[config.mk]
export PLATFORM = sky130hd
export DESIGN_NAME = alp_mdseq_flat
export DESIGN_NICKNAME = d
export VERILOG_FILES = /design/src/rtl/alp_mdseq_if.sv /design/src/rtl/alp_mdseq.sv /design/src/flat_wrapper.sv
export SDC_FILE = /design/constraint.sdc
export NUM_CORES = 1
export LEC_CHECK = 0
export ABC_AREA = 1
export CORE_MARGIN = 2
export CORE_UTILIZATION = 47
export DETAILED_ROUTE_END_ITERATION = 16
export HOLD_SLACK_MARGIN = 0.15
export PLACE_DENSITY = 0.78
export SYNTH_ARGS = -nofsm -noshare
export SYNTH_HDL_FRONTEND = slang
export SYNTH_SLANG_ARGS = --single-unit
[constraint.sdc]
create_clock -name clk -period 1.6 [get_ports clk]
set_input_delay 0.24 -clock clk [delete_from_list [all_inputs] [get_ports clk]]
set_output_delay 0.24 -clock clk [all_outputs]
set_load 0.005 [all_outputs]
[src/rtl/alp_mdseq_if.sv]
// alp_mdseq_if: groups the start/operand handshake and the ALP D/Q control
// fields driven by the multiply/divide step sequencer.
// Ports summary:
//   master = microsequencer side: drives start/op/count/stall/status and reads codes.
//   slave  = sequencer side: reads requests/status and drives the codes, busy and done.
interface alp_mdseq_if;
  // Request and datapath status (microsequencer / datapath -> sequencer)
  logic       start_h;
  logic       div_h;
  logic [5:0] count_h;
  logic       stall_h;
  logic       qlsb_h;
  logic       dsign_h;
  // ALP D/Q control and status (sequencer -> ALP decoder / microsequencer)
  logic [3:0] mux_h;
  logic [1:0] dq_h;
  logic       dmove_h;
  logic       dreg_inh_l;
  logic       alu_sub_h;
  logic       alu_pass_h;
  logic       busy_h;
  logic       done_h;

  modport master (
    output start_h, div_h, count_h, stall_h, qlsb_h, dsign_h,
    input  mux_h, dq_h, dmove_h, dreg_inh_l, alu_sub_h, alu_pass_h, busy_h, done_h
  );

  modport slave (
    input  start_h, div_h, count_h, stall_h, qlsb_h, dsign_h,
    output mux_h, dq_h, dmove_h, dreg_inh_l, alu_sub_h, alu_pass_h, busy_h, done_h
  );
endinterface

[src/rtl/alp_mdseq.sv]
// alp_mdseq: multiply/divide step sequencer driving the ALP D/Q control fields.
// Latency: start edge to done_h = N+2 cycles (multiply), N+3 (divide), +1 per stall cycle.
// Backpressure: stall_h freezes LOAD/STEP/FIX with hold codes; start_h ignored unless IDLE.
// Ports:
//   clk      - clock
//   reset_h  - asynchronous active-high reset (forces IDLE and hold codes immediately)
//   bus      - alp_mdseq_if.slave: start/div/count/stall/qlsb/dsign in;
//              mux/dq/dmove/dreg_inh_l/alu_sub/alu_pass (combinational), busy/done (registered) out
module alp_mdseq #(
  parameter logic [3:0] MUX_HOLD  = 4'b0100,
  parameter logic [1:0] DQ_HOLD   = 2'b11,
  parameter logic [3:0] MUX_LOAD  = 4'b0000,
  parameter logic [3:0] MUX_MSTEP = 4'b0001,
  parameter logic [1:0] DQ_MSTEP  = 2'b01,
  parameter logic [3:0] MUX_DSTEP = 4'b0000,
  parameter logic [1:0] DQ_DSTEP  = 2'b10,
  parameter logic [3:0] MUX_FIX   = 4'b1001
) (
  input  logic        clk,
  input  logic        reset_h,
  alp_mdseq_if.slave  bus
);

  typedef enum logic [2:0] {
    IDLE = 3'd0,
    LOAD = 3'd1,
    STEP = 3'd2,
    FIX  = 3'd3,
    DONE = 3'd4
  } state_t;

  state_t     state;
  logic [5:0] cnt;      // remaining steps, including the current one
  logic       div_q;    // latched operation: 1 = divide
  logic       sign_q;   // partial remainder sign from the previous executed divide step
  logic       busy_q;
  logic       done_q;

  // Iteration count as loaded: 0 and anything above 32 become 32.
  logic [5:0] count_init;
  assign count_init = ((bus.count_h == 6'd0) || (bus.count_h > 6'd32)) ? 6'd32 : bus.count_h;

  // Stall only freezes the active datapath states; IDLE and DONE ignore it.
  logic frozen;
  assign frozen = bus.stall_h && ((state == LOAD) || (state == STEP) || (state == FIX));

  // ---------------------------------------------------------------------------
  // Sequencer state, counter, sign flag and registered busy/done.
  // busy/done are set on the transition into their states so they line up with
  // the state register without any extra decode.
  // ---------------------------------------------------------------------------
  always_ff @(posedge clk or posedge reset_h) begin
    if (reset_h) begin
      state  <= IDLE;
      cnt    <= 6'd0;
      div_q  <= 1'b0;
      sign_q <= 1'b0;
      busy_q <= 1'b0;
      done_q <= 1'b0;
    end else begin
      done_q <= 1'b0;
      case (state)
        IDLE: begin
          busy_q <= 1'b0;
          if (bus.start_h) begin
            div_q  <= bus.div_h;
            cnt    <= count_init;
            sign_q <= 1'b0;
            state  <= LOAD;
            busy_q <= 1'b1;
          end
        end

        LOAD: begin
          if (!bus.stall_h) begin
            state <= STEP;
          end
        end

        STEP: begin
          if (!bus.stall_h) begin
            if (div_q) begin
              sign_q <= bus.dsign_h;
            end
            // Exit on the last executed step; the counter never goes below 1.
            if (cnt == 6'd1) begin
              if (div_q) begin
                state <= FIX;
              end else begin
                state  <= DONE;
                done_q <= 1'b1;
              end
            end else begin
              cnt <= cnt - 6'd1;
            end
          end
        end

        FIX: begin
          if (!bus.stall_h) begin
            state  <= DONE;
            done_q <= 1'b1;
          end
        end

        DONE: begin
          state  <= IDLE;
          busy_q <= 1'b0;
        end

        default: begin
          state  <= IDLE;
          busy_q <= 1'b0;
        end
      endcase
    end
  end

  // ---------------------------------------------------------------------------
  // ALP control code decode: combinational from state, stall and status so the
  // ALU operation follows the live Q[0] / D sign within the same cycle.
  // ---------------------------------------------------------------------------
  logic [3:0] mux_c;
  logic [1:0] dq_c;
  logic       dmove_c;
  logic       inh_c;
  logic       sub_c;
  logic       pass_c;

  always_comb begin
    mux_c   = MUX_HOLD;
    dq_c    = DQ_HOLD;
    dmove_c = 1'b0;
    inh_c   = 1'b0;
    sub_c   = 1'b0;
    pass_c  = 1'b0;
    if (!frozen) begin
      case (state)
        LOAD: begin
          mux_c   = MUX_LOAD;
          dmove_c = 1'b1;
        end
        STEP: begin
          inh_c = 1'b1;
          if (div_q) begin
            // Non-restoring: subtract while the remainder is non-negative.
            mux_c = MUX_DSTEP;
            dq_c  = DQ_DSTEP;
            sub_c = ~sign_q;
          end else begin
            // Shift-and-add: skip the add when the multiplier bit is 0.
            mux_c  = MUX_MSTEP;
            dq_c   = DQ_MSTEP;
            pass_c = ~bus.qlsb_h;
          end
        end
        FIX: begin
          mux_c = MUX_FIX;
          // Restoring add only when the final remainder went negative.
          inh_c = sign_q;
        end
        default: begin
          mux_c = MUX_HOLD;
        end
      endcase
    end
  end

  assign bus.mux_h      = mux_c;
  assign bus.dq_h       = dq_c;
  assign bus.dmove_h    = dmove_c;
  assign bus.dreg_inh_l = inh_c;
  assign bus.alu_sub_h  = sub_c;
  assign bus.alu_pass_h = pass_c;
  assign bus.busy_h     = busy_q;
  assign bus.done_h     = done_q;

endmodule
[src/flat_wrapper.sv]
// flat-port wrapper written by rule: the top's interface ports become plain ports
module alp_mdseq_flat 
#(
  parameter logic [3:0] MUX_HOLD  = 4'b0100,
  parameter logic [1:0] DQ_HOLD   = 2'b11,
  parameter logic [3:0] MUX_LOAD  = 4'b0000,
  parameter logic [3:0] MUX_MSTEP = 4'b0001,
  parameter logic [1:0] DQ_MSTEP  = 2'b01,
  parameter logic [3:0] MUX_DSTEP = 4'b0000,
  parameter logic [1:0] DQ_DSTEP  = 2'b10,
  parameter logic [3:0] MUX_FIX   = 4'b1001
)
  (clk, reset_h, bus_start_h, bus_div_h, bus_count_h, bus_stall_h, bus_qlsb_h, bus_dsign_h, bus_mux_h, bus_dq_h, bus_dmove_h, bus_dreg_inh_l, bus_alu_sub_h, bus_alu_pass_h, bus_busy_h, bus_done_h);
  alp_mdseq_if bus_i ();
  input  logic clk;
  input  logic reset_h;
  input wire logic [$bits(bus_i.start_h)-1:0] bus_start_h;
  input wire logic [$bits(bus_i.div_h)-1:0] bus_div_h;
  input wire logic [$bits(bus_i.count_h)-1:0] bus_count_h;
  input wire logic [$bits(bus_i.stall_h)-1:0] bus_stall_h;
  input wire logic [$bits(bus_i.qlsb_h)-1:0] bus_qlsb_h;
  input wire logic [$bits(bus_i.dsign_h)-1:0] bus_dsign_h;
  output wire logic [$bits(bus_i.mux_h)-1:0] bus_mux_h;
  output wire logic [$bits(bus_i.dq_h)-1:0] bus_dq_h;
  output wire logic [$bits(bus_i.dmove_h)-1:0] bus_dmove_h;
  output wire logic [$bits(bus_i.dreg_inh_l)-1:0] bus_dreg_inh_l;
  output wire logic [$bits(bus_i.alu_sub_h)-1:0] bus_alu_sub_h;
  output wire logic [$bits(bus_i.alu_pass_h)-1:0] bus_alu_pass_h;
  output wire logic [$bits(bus_i.busy_h)-1:0] bus_busy_h;
  output wire logic [$bits(bus_i.done_h)-1:0] bus_done_h;
  assign bus_i.start_h = bus_start_h;
  assign bus_i.div_h = bus_div_h;
  assign bus_i.count_h = bus_count_h;
  assign bus_i.stall_h = bus_stall_h;
  assign bus_i.qlsb_h = bus_qlsb_h;
  assign bus_i.dsign_h = bus_dsign_h;
  assign bus_mux_h = bus_i.mux_h;
  assign bus_dq_h = bus_i.dq_h;
  assign bus_dmove_h = bus_i.dmove_h;
  assign bus_dreg_inh_l = bus_i.dreg_inh_l;
  assign bus_alu_sub_h = bus_i.alu_sub_h;
  assign bus_alu_pass_h = bus_i.alu_pass_h;
  assign bus_busy_h = bus_i.busy_h;
  assign bus_done_h = bus_i.done_h;
  alp_mdseq #(.MUX_HOLD(MUX_HOLD), .DQ_HOLD(DQ_HOLD), .MUX_LOAD(MUX_LOAD), .MUX_MSTEP(MUX_MSTEP), .DQ_MSTEP(DQ_MSTEP), .MUX_DSTEP(MUX_DSTEP), .DQ_DSTEP(DQ_DSTEP), .MUX_FIX(MUX_FIX)) u_core (.clk(clk), .reset_h(reset_h), .bus(bus_i));
endmodule
Word-level counts from Yosys, hierarchy flattened
Cells that the tools add are included.
{ "op_classes": {"magnitude_cmp": 1, "reduce_logical": 12, "addsub": 1, "div": 0, "n_eq_ne": 11, "bitwise_logic": 2, "mul": 0, "shift": 0, "muxes": 39} }
{ "ops": {"columns": ["cell", "count"], "rows": [
  ["2-to-1 mux 6 bit", 4],
  ["2-to-1 mux 1 bit", 18],
  ["2-to-1 mux 3 bit", 6],
  ["!= test 2 bit, second input constant", 6],
  ["one-hot mux 3 bit (4 select lines)", 1],
  ["one-hot mux 4 bit (3 select lines)", 1],
  ["one-hot mux 6 bit (2 select lines)", 1],
  ["one-hot mux 1 bit (2 select lines)", 4],
  ["AND reduction 4 bit", 2],
  ["equality test 3 x 2 -> 1 bit, second input constant", 2],
  ["equality test 6 x 1 -> 1 bit, second input constant", 1],
  ["> comparator 6 bit, second input constant", 1],
  ["zero test 6 bit", 1],
  ["2-to-1 mux 2 bit", 3],
  ["subtractor 6 x 1 -> 6 bit, second input constant", 1],
  ["AND reduction 5 bit", 1],
  ["2-to-1 mux 4 bit", 1],
  ["equality test 3 x 1 -> 1 bit, second input constant", 1],
  ["zero test 3 bit", 1],
  ["logical OR 1 bit", 3],
  ["OR reduction 3 bit", 1],
  ["!= test 2 x 1 -> 1 bit, second input constant", 1],
  ["inverter 1 bit", 2],
  ["AND reduction 2 bit", 1],
  ["2 further kinds", 2]
]} }
{ "word_totals": {"mem_bits_rw": 0, "word_cells": 72, "memories": 0, "regBits": 13, "output_inout_bits": 12, "rom_bits": 0, "latch_bits": 0, "input_bits": 13} }

Longest topological paths before layout
Gate-level depths: netlist of the first run.
{ "depth": {"ltp_word": 5, "mapped_depth": 8} }

Worst setup path before layout of the first run
Ideal clock, no wire load.
{ "synth_timing": {"path_type": "reg2out", "startpoint": "register u_core.state[0]", "endpoint": "output bus_alu_pass_h", "slack_ns": 0.357, "required_time_ns": 1.360, "stages_incl_launch_ff": 7, "arrival_time_ns": 1.003, "cell_sequence": "dfrtp_1 inv_2 nand3_2 buf_6 nor2_4 nand2_1 nor2_1"} }
{ "synth_between": {"elab_chain_len": 5, "elab_cells_between_ends": 8, "cone_classes": "3 x eq/ne; 2 x mux; 3 x reduce/logical"} }
{ "synth_rtl": {"columns": ["element", "line", "source"], "rows": [
  ["start, declared", "alp_mdseq.sv:32", "state_t state;"],
  ["start signal, assigned", "alp_mdseq.sv:54", "state <= IDLE;"],
  ["start signal, assigned", "alp_mdseq.sv:69", "state <= LOAD;"],
  ["start signal, assigned", "alp_mdseq.sv:76", "state <= STEP;"],
  ["equality test 3 x 1 -> 1 bit / equality test 3 x 2 -> 1 bit (equally long branches)", "alp_mdseq.sv:45, alp_mdseq.sv:138", null],
  ["logical OR 1 bit (2 in series)", "alp_mdseq.sv:45", "assign frozen = bus.stall_h && ((state == LOAD) || (state == STEP) || (state == FIX));"],
  ["logical AND 1 bit", "alp_mdseq.sv:45", null],
  ["2-to-1 mux 1 bit *", "alp_mdseq.sv:137", "if (!frozen) begin"],
  ["end, declared", "flat_wrapper.sv:28", "output wire logic [$bits(bus_i.alu_pass_h)-1:0] bus_alu_pass_h;"]
]} }
Every way passes the cells marked *; elsewhere a longest branch is shown, timed or not.

Worst setup path after layout of the first run
{ "layout_timing": {"startpoint": "register u_core.state[1]", "endpoint": "output bus_mux_h[0]"} }
{ "layout_between": {"elab_chain_len": 5, "elab_cells_between_ends": 8, "cone_classes": "3 x eq/ne; 2 x mux; 3 x reduce/logical"} }
{ "layout_rtl": {"columns": ["element", "line", "source"], "rows": [
  ["equality test 3 x 1 -> 1 bit / equality test 3 x 2 -> 1 bit (equally long branches)", "alp_mdseq.sv:45, alp_mdseq.sv:138", null],
  ["logical OR 1 bit (2 in series)", "alp_mdseq.sv:45", null],
  ["logical AND 1 bit", "alp_mdseq.sv:45", null],
  ["2-to-1 mux 4 bit *", "alp_mdseq.sv:137", null],
  ["end, declared", "flat_wrapper.sv:23", "output wire logic [$bits(bus_i.mux_h)-1:0] bus_mux_h;"]
]} }
Marks and branches as above.

==> flow_metrics.py, run 1 <==
metrics = {
    "status": {
        "status": "finished with violations",
        "violations": "setup timing",
    },
    "setup_path": {
        "start_kind": "flop",
        "end_kind": "primary output",
        "critPathTopFamily": "flip-flops",
        "crit_buf_inv": 4,
        "timing.critical_path.slowest_cell_delay_ns": 0.46,
        "path_class": "reg2out",
        "cp.arrival_ns": 1.52,
        "cp_max_fo": 4,
        "cp_cell_sequence": "buf_6 -> nand3_4 -> nor2_4 -> buf_4 -> o21ai_1 -> inv_1 -> clkbuf_2",
        "cp.required_ns": 1.36,
        "cp_slowest_cell": "dfrtp_2",
        "reg2reg_slack_ns": 0.01,
    },
    "logic_synthesis": {
        "synth.avg_cell_area_um2": 6.68,
        "synth_most_common_cell": "nand2_1",
        "yosysUniqueCellTypes": 25,
        "synth-seq-cells": 13,
        "synth-edff-count": 0,
        "ys.warnings.count": 0,
        "synth_ff_type": "dfrtp_1",
        "synth_nets": 154,
        "synthTopCellsByCount": "nand2_1 (45), nor2_1 (17), inv_1 (15)",
        "postSynthCellCount": 139,
        "synthTopCellsByArea": "dfrtp_1 (35%), nand2_1 (18%), nand3_1 (7.0%)",
        "synth_top_area_cell": "dfrtp_1",
        "ys_seq_area_frac": 0.350,
        "synthDominantCellAreaShare": 0.350,
        "async_flop_share": 1.00,
        "synth_area_um2": 928,
    },
    "die": {
        "ios": 25,
        "initial_utilization": 0.488,
        "fp.dieW_um": 48.4,
        "coreArea_um2": 1900,
        "die_h_um": 48.4,
        "dieArea_um2": 2350,
        "rows": 16,
    },
    "route": {
        "vias": 1123,
        "viasPerCell": 5.08,
        "wl_per_cell_um": 14.6,
        "drcViolationCount": 0,
        "wl_met2_mm": 1.75,
        "first_pass_iters": 4,
        "top_layer_used": "met4",
        "met1_length_mm": 1.17,
        "drt_iter0_markers": 27,
        "wl_met3_um": 185,
        "wl_mm": 3.23,
        "antenna_left": 0,
    },
    "pwr": {
        "p_leak_nw": 0.777,
        "p_int_w": 0.00156,
        "pwr-share-seq": 0.215,
        "sw_frac_of_total": 0.474,
        "pwr-share-clk": 0.073,
        "power.total_w": 0.00297,
        "peakVddDrop_mv": 1.13,
        "powerDensity_nw_per_um2": 1980,
        "p_comb_frac": 0.712,
        "power_switching_w": 0.00141,
    },
    "timing": {
        "worst_pin_slew_ns": 0.507,
        "drv_slew": 0,
        "max_freq_ghz": 0.567,
        "hold-worst-slack_ns": 0.267,
        "fin_crit_ns": 1.76,
        "rsz0062_at_grt": "yes",
        "hold_viol": 0,
        "period_share": 1.10,
        "fin_skew_ns": 0.00882,
        "relSlewSlack": 0.662,
        "setup_viol": 8,
        "worst_slack_ns": -0.162,
    },
    "cells_and_area": {
        "drive_above_1_share": 0.381,
        "area_delta_synth_final_pct": 61.3,
        "fill_cells": 123,
        "n_antenna_cell": 0,
        "nets": 210,
    },
    "clocking": {
        "cts_buffer_depth": 2,
        "numCtsBuffers": 3,
        "cts_tree": "done",
        "cts-root-buf": "clkbuf_4",
        "clkLatencyLatePin_ns": 0.29,
        "cts_sinks": 13,
        "clkTransAtPathRegs_ns": 0.09,
        "h-tree-depth": 1,
    },
    "placement": {
        "dp_hpwl_mm": 1.88,
        "dp_worst_setup_slack_ns": -0.250,
        "numPortBuffers": 23,
        "gp_congestion": 0.866,
    },
    "grt": {
        "grt_pass1_wl_mm": 4.51,
        "grt_max_degree": 14,
        "grt-ovfl-total": 0,
        "grt_pass1_vias": 1099,
        "grt_antenna_before_repair": 0,
        "grtUsageTotal": 0.249,
    },
    "run": {
        "maxCapViolations": 0,
    },
    "worst_hold_path": {
        "worst_hold_path_type": "in2async",
    },
}
[registers in the layout (all words and copies together), names as in the netlist]
signal / flops
u_core.bus.done_h: 1
u_core.cnt: 6
u_core.sign_q: 1
u_core.bus.busy_h: 1
u_core.state: 3
u_core.div_q: 1
[worst paths after layout]
check / from / to / depth (start not counted)
hold reg to reg: u_core.cnt[5] / u_core.cnt[5] / 2
hold / removal: reset_h / u_core.bus.done_h / 2
min in group clk: u_core.cnt[5] / u_core.cnt[5] / 2
max in group asynchronous: reset_h / u_core.state[1] / 2
setup reg to reg: u_core.state[2] / u_core.state[1] / 10
setup / recovery: u_core.state[1] / bus_mux_h[0] / 7
[cells in the final DEF, fill, tap and decap left out, drive strengths merged]
cell type / netlist / layout
a21oi: 3 / 3
buf: 2 / 37
clkbuf: 0 / 6
clkdlybuf4s50: 0 / 14
clkinv: 1 / 1
conb: 1 / 1
dfrtp: 13 / 13
ha: 2 / 2
inv: 19 / 19
mux2: 1 / 1
nand2: 48 / 48
nand3: 14 / 14
nand3b: 2 / 2
nand4: 1 / 1
nor2: 19 / 19
nor3: 2 / 2
o21ai: 9 / 9
or2: 2 / 2
[what timing repair did]
| action | in CTS | in global routing |
|---|---|---|
| gates resized for setup | 37 | 31 |
| setup buffers | 11 | 5 |
| hold buffers | 0 | 0 |
| pin swaps | 6 | 10 |
| endpoints found under the setup margin | 9 | 17 |
[cells by family after synthesis]
group	count (synthesis)	synth area share
other cells	1	0.00404
simple gates	88	0.423
fa+ha+maj	2	0.0269
flops	13	0.350
mux	1	0.0121
compound gates	12	0.0768
buf+inv	22	0.106
[stage by stage]
stage,setup TNS [ns],instances,area [µm²],utilization
floorplan,0,139,928,-
global placement,-1.12,202,1290,0.676
detailed placement,-1.55,202,1290,0.676
CTS,-0.660,216,1400,0.736
global route,-1.66,221,1500,0.788
finish,-0.699,221,1500,0.788
[final cells by class]
type | instances | area (µm²) | share of cell area
multi-input combinational | 104 | 582 | 0.388
tap | 27 | 33.8 | 0.0226
inverter | 20 | 82.6 | 0.0551
sequential | 13 | 327 | 0.218
clock buffer | 4 | 26.3 | 0.0175
timing repair buffer | 53 | 447 | 0.298
[power by group through the flow]
stage / registers [W] / clock network (W) / logic [W]
2_1_floorplan: 0.000593 / 0 / 0.000939
3_3_place_gp: 0.000612 / 0 / 0.00148
3_5_place_dp: 0.000613 / 0 / 0.00155
4_1_cts: 0.000605 / 0.000206 / 0.00174
5_1_grt: 0.000649 / 0.000230 / 0.00230
6_report: 0.000640 / 0.000216 / 0.00212
[per-layer routing]
metal	up-vias	track usage
met1	507	0.239
met3	17	0.0401
li1	542	-
met5	-	0
met4	0	0.152
met2	57	0.488
Power figures use the tool's default switching activity.
==> run 2, diff against run 1 <==
Settings changed: CELL_PAD_IN_SITES_DETAIL_PLACEMENT set to 1, CELL_PAD_IN_SITES_GLOBAL_PLACEMENT set to 1, CORE_UTILIZATION 47 to 32, PLACE_DENSITY 0.78 to unset, PLACE_DENSITY_LB_ADDON set to 0.1.
==> flow_metrics.py, run 2 (same netlist as run 1, synthesis figures left out) <==
metrics = {
    "cells_and_area": {
        "final_core_util": 0.515,
        "reg_top3": "u_core.cnt: 6 flops, u_core.state: 3 flops",
        "largest_reg_flops": 6,
        "nets": 202,
        "n_antenna_cell": 0,
        "final_common_cell": "nand2_1",
        "area_delta_synth_final_pct": 52.8,
        "drive_above_1_share": 0.344,
        "layout_common_cells": "nand2_1 (43), buf_4 (17), clkdlybuf4s50_1 (14), inv_1 (13), dfrtp_1 (13)",
        "regMostFlops": "u_core.cnt",
        "fin_area_um2": 1420,
    },
    "setup_path": {
        "critPathTopFamily": "flip-flops",
        "cp_max_fo": 4,
        "cp.arrival_ns": 1.39,
        "end_kind": "primary output",
        "cp_slowest_cell": "dfrtp_1",
        "reg2reg_slack_ns": 0.08,
        "crit_buf_inv": 3,
        "worstRegToRegCells": 10,
        "timing.rr.start": "u_core.state[2]",
        "path_class": "reg2out",
        "timing.rr.end": "u_core.cnt[4]",
        "cp.required_ns": 1.36,
        "timing.critical_path.slowest_cell_delay_ns": 0.44,
        "cp_cell_sequence": "inv_4 -> o21ai_2 -> buf_4 -> or2_4 -> buf_2",
        "start_kind": "flop",
    },
    "die": {
        "ios": 25,
        "dieArea_um2": 3350,
        "fp.dieW_um": 57.9,
        "die_h_um": 57.9,
        "coreArea_um2": 2760,
        "initial_utilization": 0.337,
        "rows": 19,
    },
    "placement": {
        "dpl_cell_area_um2": 1290,
        "numPortBuffers": 23,
        "dp_worst_setup_slack_ns": -0.218,
        "gp_congestion": 0.823,
        "dp_hpwl_mm": 2.24,
    },
    "timing": {
        "fin_skew_ns": 0.00279,
        "rsz0062_at_grt": "yes",
        "setup_viol": 3,
        "drv_slew": 0,
        "period_share": 1.02,
        "worst_slack_ns": -0.0255,
        "relSlewSlack": 0.661,
        "worst_pin_slew_ns": 0.508,
        "hold_viol": 0,
        "fin_crit_ns": 1.63,
        "max_freq_ghz": 0.615,
    },
    "route": {
        "drt_iter0_markers": 30,
        "antenna_left": 0,
        "wl_per_cell_um": 13.4,
        "wl_mm": 2.91,
        "first_pass_iters": 4,
        "drcViolationCount": 0,
        "viasPerCell": 4.95,
        "vias": 1074,
    },
    "grt": {
        "grt-ovfl-total": 0,
        "grt_pass1_vias": 1123,
        "grtUsageTotal": 0.191,
        "grt_antenna_before_repair": 0,
        "grt_max_degree": 14,
        "grt_pass1_wl_mm": 4.86,
    },
    "clocking": {
        "cts_buffer_depth": 2,
        "clkTransAtPathRegs_ns": 0.08,
        "cts_sinks": 13,
        "cts-root-buf": "clkbuf_4",
        "numCtsBuffers": 3,
        "clkLatencyLatePin_ns": 0.28,
        "h-tree-depth": 1,
        "cts_tree": "done",
    },
    "pwr": {
        "peakVddDrop_mv": 0.966,
        "power.total_w": 0.00271,
        "p_leak_nw": 0.732,
        "powerDensity_nw_per_um2": 1910,
    },
    "worst_hold_path": {
        "worst_hold_path_type": "in2async",
    },
    "status": {
        "violations": "setup timing",
        "status": "finished with violations",
    },
    "run": {
        "maxCapViolations": 0,
    },
}
-- run 2: cell types whose count changed in the layout (fill, tap and decap cells not counted), sizes merged --
cell	before	now
buf	37	28
clkbuf	6	7
-- run 2: metal layers --
layer / vias up / wire length [µm] / track usage
li1: 523 / - / -
met1: 518 / 1080 / 0.197
met2: 26 / 1630 / 0.375
met3: 7 / 113 / 0.0112
met4: 0 / 77 / 0.110
met5: - / 0 / 0
-- run 2: how the worst max path moves through the flow --
stage | to | slack, ns | startpoint | cells after the start
6_report | bus_mux_h[2] | -0.03 | u_core.state[2] | 5
3_5_place_dp | bus_alu_sub_h | -0.22 | bus_stall_h | 7
4_1_cts | bus_mux_h[0] | -0.09 | u_core.state[1] | 7
5_1_grt | bus_alu_sub_h | -0.10 | u_core.state[2] | 7
3_3_place_gp | bus_alu_sub_h | -0.17 | bus_stall_h | 7
2_1_floorplan | bus_alu_pass_h | 0.36 | u_core.state[0] | 6
-- run 2: what timing repair did --
item                                    in CTS  in global routing
resized for setup                           41                 20
endpoints found under the setup margin       9                 17
hold buffers                                 0                  0
pin swaps                                    5                  5
setup buffers                                8                  1
-- run 2: layout make-up --
| type | instances | area, µm² |
|---|---|---|
| Tap cell | 31 | 38.8 |
| Inverter | 20 | 82.6 |
| Timing Repair Buffer | 45 | 369 |
| Fill cell | 359 | 1340 |
| Clock buffer | 4 | 26.3 |
| Multi-Input combinational cell | 104 | 577 |
| Sequential cell | 13 | 325 |
-- run 2: stage by stage --
stage | setup TNS, ns | hold WS, ns | std cells
global placement | -1.23 | 0.464 | 206
CTS | -0.127 | 0.288 | 217
floorplan | 0 | 0.117 | 139
global route | -0.291 | 0.328 | 217
finish | -0.0548 | 0.275 | 217
detailed placement | -1.46 | 0.474 | 206
-- run 2: power by group --
part | total, W | internal [W] | switching, W | leakage (nW)
clock network | 0.000214 | 0.0000970 | 0.000117 | 0.0150
logic | 0.00186 | 0.000842 | 0.00102 | 0.550
registers | 0.000630 | 0.000478 | 0.000153 | 0.167
total | 0.00271 | 0.00142 | 0.00129 | 0.732
==> run 3, diff against run 2 <==
Settings changed: CORE_ASPECT_RATIO set to 0.8.
==> flow_metrics.py, run 3 (same netlist as run 1, synthesis figures left out) <==
metrics = {
    "status": {
        "status": "finished with violations",
        "violations": "setup timing",
    },
    "clocking": {
        "hold_buffers": 0,
        "cts-root-buf": "clkbuf_4",
        "cts_sinks": 13,
        "cts_buffer_depth": 2,
        "numCtsBuffers": 3,
        "cts_tree": "done",
        "h-tree-depth": 1,
        "clkTransAtPathRegs_ns": 0.08,
        "clkLatencyLatePin_ns": 0.29,
    },
    "cells_and_area": {
        "final_common_cell": "nand2_1",
        "area_delta_synth_final_pct": 51.2,
        "n_antenna_cell": 0,
        "fin_cells": 223,
        "reg_top3": "u_core.cnt: 6 flops, u_core.state: 3 flops",
        "drive_above_1_share": 0.330,
        "regMostFlops": "u_core.cnt",
        "nets": 201,
        "final_core_util": 0.508,
        "layout_common_cells": "nand2_1 (42), buf_4 (18), clkdlybuf4s50_1 (14)",
        "largest_reg_flops": 6,
    },
    "die": {
        "dieArea_um2": 3350,
        "fp.dieW_um": 64.2,
        "coreArea_um2": 2770,
        "ios": 25,
        "rows": 17,
        "initial_utilization": 0.336,
        "die_h_um": 52.2,
    },
    "worst_hold_path": {
        "worst_hold_path_type": "in2async",
    },
    "pwr": {
        "pwr-share-seq": 0.235,
        "power_switching_w": 0.00130,
        "powerDensity_nw_per_um2": 1910,
        "pwr-share-clk": 0.079,
        "p_leak_nw": 0.720,
        "p_comb_frac": 0.686,
        "sw_frac_of_total": 0.484,
        "power.total_w": 0.00269,
        "peakVddDrop_mv": 1.01,
        "p_int_w": 0.00139,
    },
    "route": {
        "viasPerCell": 4.74,
        "wl_mm": 3.14,
        "vias": 1058,
        "antenna_left": 0,
        "first_pass_iters": 4,
        "drcViolationCount": 0,
        "drt_iter0_markers": 35,
        "wl_per_cell_um": 14.1,
    },
    "timing": {
        "worst_slack_ns": -0.0503,
        "hold-worst-slack_ns": 0.274,
        "fin_skew_ns": 0.00924,
        "max_freq_ghz": 0.606,
        "fin_crit_ns": 1.65,
        "drv_slew": 0,
        "tns_ns": -0.0870,
        "period_share": 1.03,
        "setup_viol": 3,
        "hold_viol": 0,
        "rsz0062_at_grt": "yes",
    },
    "setup_path": {
        "start_kind": "flop",
        "cp_max_fo": 3,
        "cp.arrival_ns": 1.41,
        "cp.required_ns": 1.36,
        "end_kind": "primary output",
        "reg2reg_slack_ns": 0.06,
        "path_class": "reg2out",
    },
    "placement": {
        "numPortBuffers": 23,
        "place_inst": 211,
        "dp_hpwl_mm": 2.32,
        "gp_congestion": 0.806,
    },
    "run": {
        "maxCapViolations": 0,
    },
    "grt": {
        "grt_antenna_before_repair": 0,
        "grt-ovfl-total": 0,
        "grt_pass1_wl_mm": 4.95,
        "grt_pass1_vias": 1083,
        "grtUsageTotal": 0.198,
        "grt_max_degree": 14,
    },
}
[run 3: final cells by class]
cell class                      count  area [µm²]
Timing Repair Buffer               44         365
Sequential cell                    13         325
Tap cell                           38        47.5
Clock buffer                        4        26.3
Fill cell                         370        1360
Inverter                           20        80.1
Multi-Input combinational cell    104         559
[run 3: power by group through the flow]
stage / clock network, W / registers, W / logic, W
global placement: 0 / 0.000615 / 0.00151
CTS: 0.000207 / 0.000629 / 0.00174
finish: 0.000213 / 0.000631 / 0.00184
floorplan: 0 / 0.000593 / 0.000939
global route: 0.000230 / 0.000658 / 0.00203
detailed placement: 0 / 0.000622 / 0.00156
[run 3: critical path: stages (launching register included)]
cell and delay (ns):
dfrtp_1 0.41, inv_2 0.10, buf_6 0.11, nand3_4 0.09, nor2_4 0.13, nand2_2 0.07
nor2_1 0.09, buf_2 0.12
[run 3: layer usage]
metal | GRT usage | part of all wire | vias to the layer above
li1 | - | - | 524
met1 | 0.250 | 0.46 | 512
met2 | 0.349 | 0.49 | 16
met3 | 0.0516 | 0.027 | 6
met4 | 0.0319 | 0.015 | 0
met5 | 0 | 0 | -
[run 3: what timing repair did]
action / in CTS / in global routing
endpoints found under the hold margin: 0 / 0
pin swaps: 6 / 10
gates cloned: 0 / 0
resized for setup: 46 / 12
setup endpoints to repair: 9 / 12
setup buffers: 6 / 4
[run 3: final timing paths]
path,from,to,cells past startpoint
worst max-delay path,u_core.state[2],bus_alu_pass_h,7
max in group asynchronous,reset_h,u_core.state[0],2
worst min-delay path,reset_h,u_core.state[2],2
worst min register to register,u_core.cnt[5],u_core.cnt[5],2
worst max register to register,u_core.state[2],u_core.cnt[5],11
min in group clk,u_core.cnt[5],u_core.cnt[5],2
[run 3: stage by stage]
step,worst slack [ns],cell area [µm²]
floorplan,0.357,928
global placement,-0.178,1280
detailed placement,-0.296,1280
CTS,-0.116,1380
global route,-0.137,1400
finish,-0.0503,1400
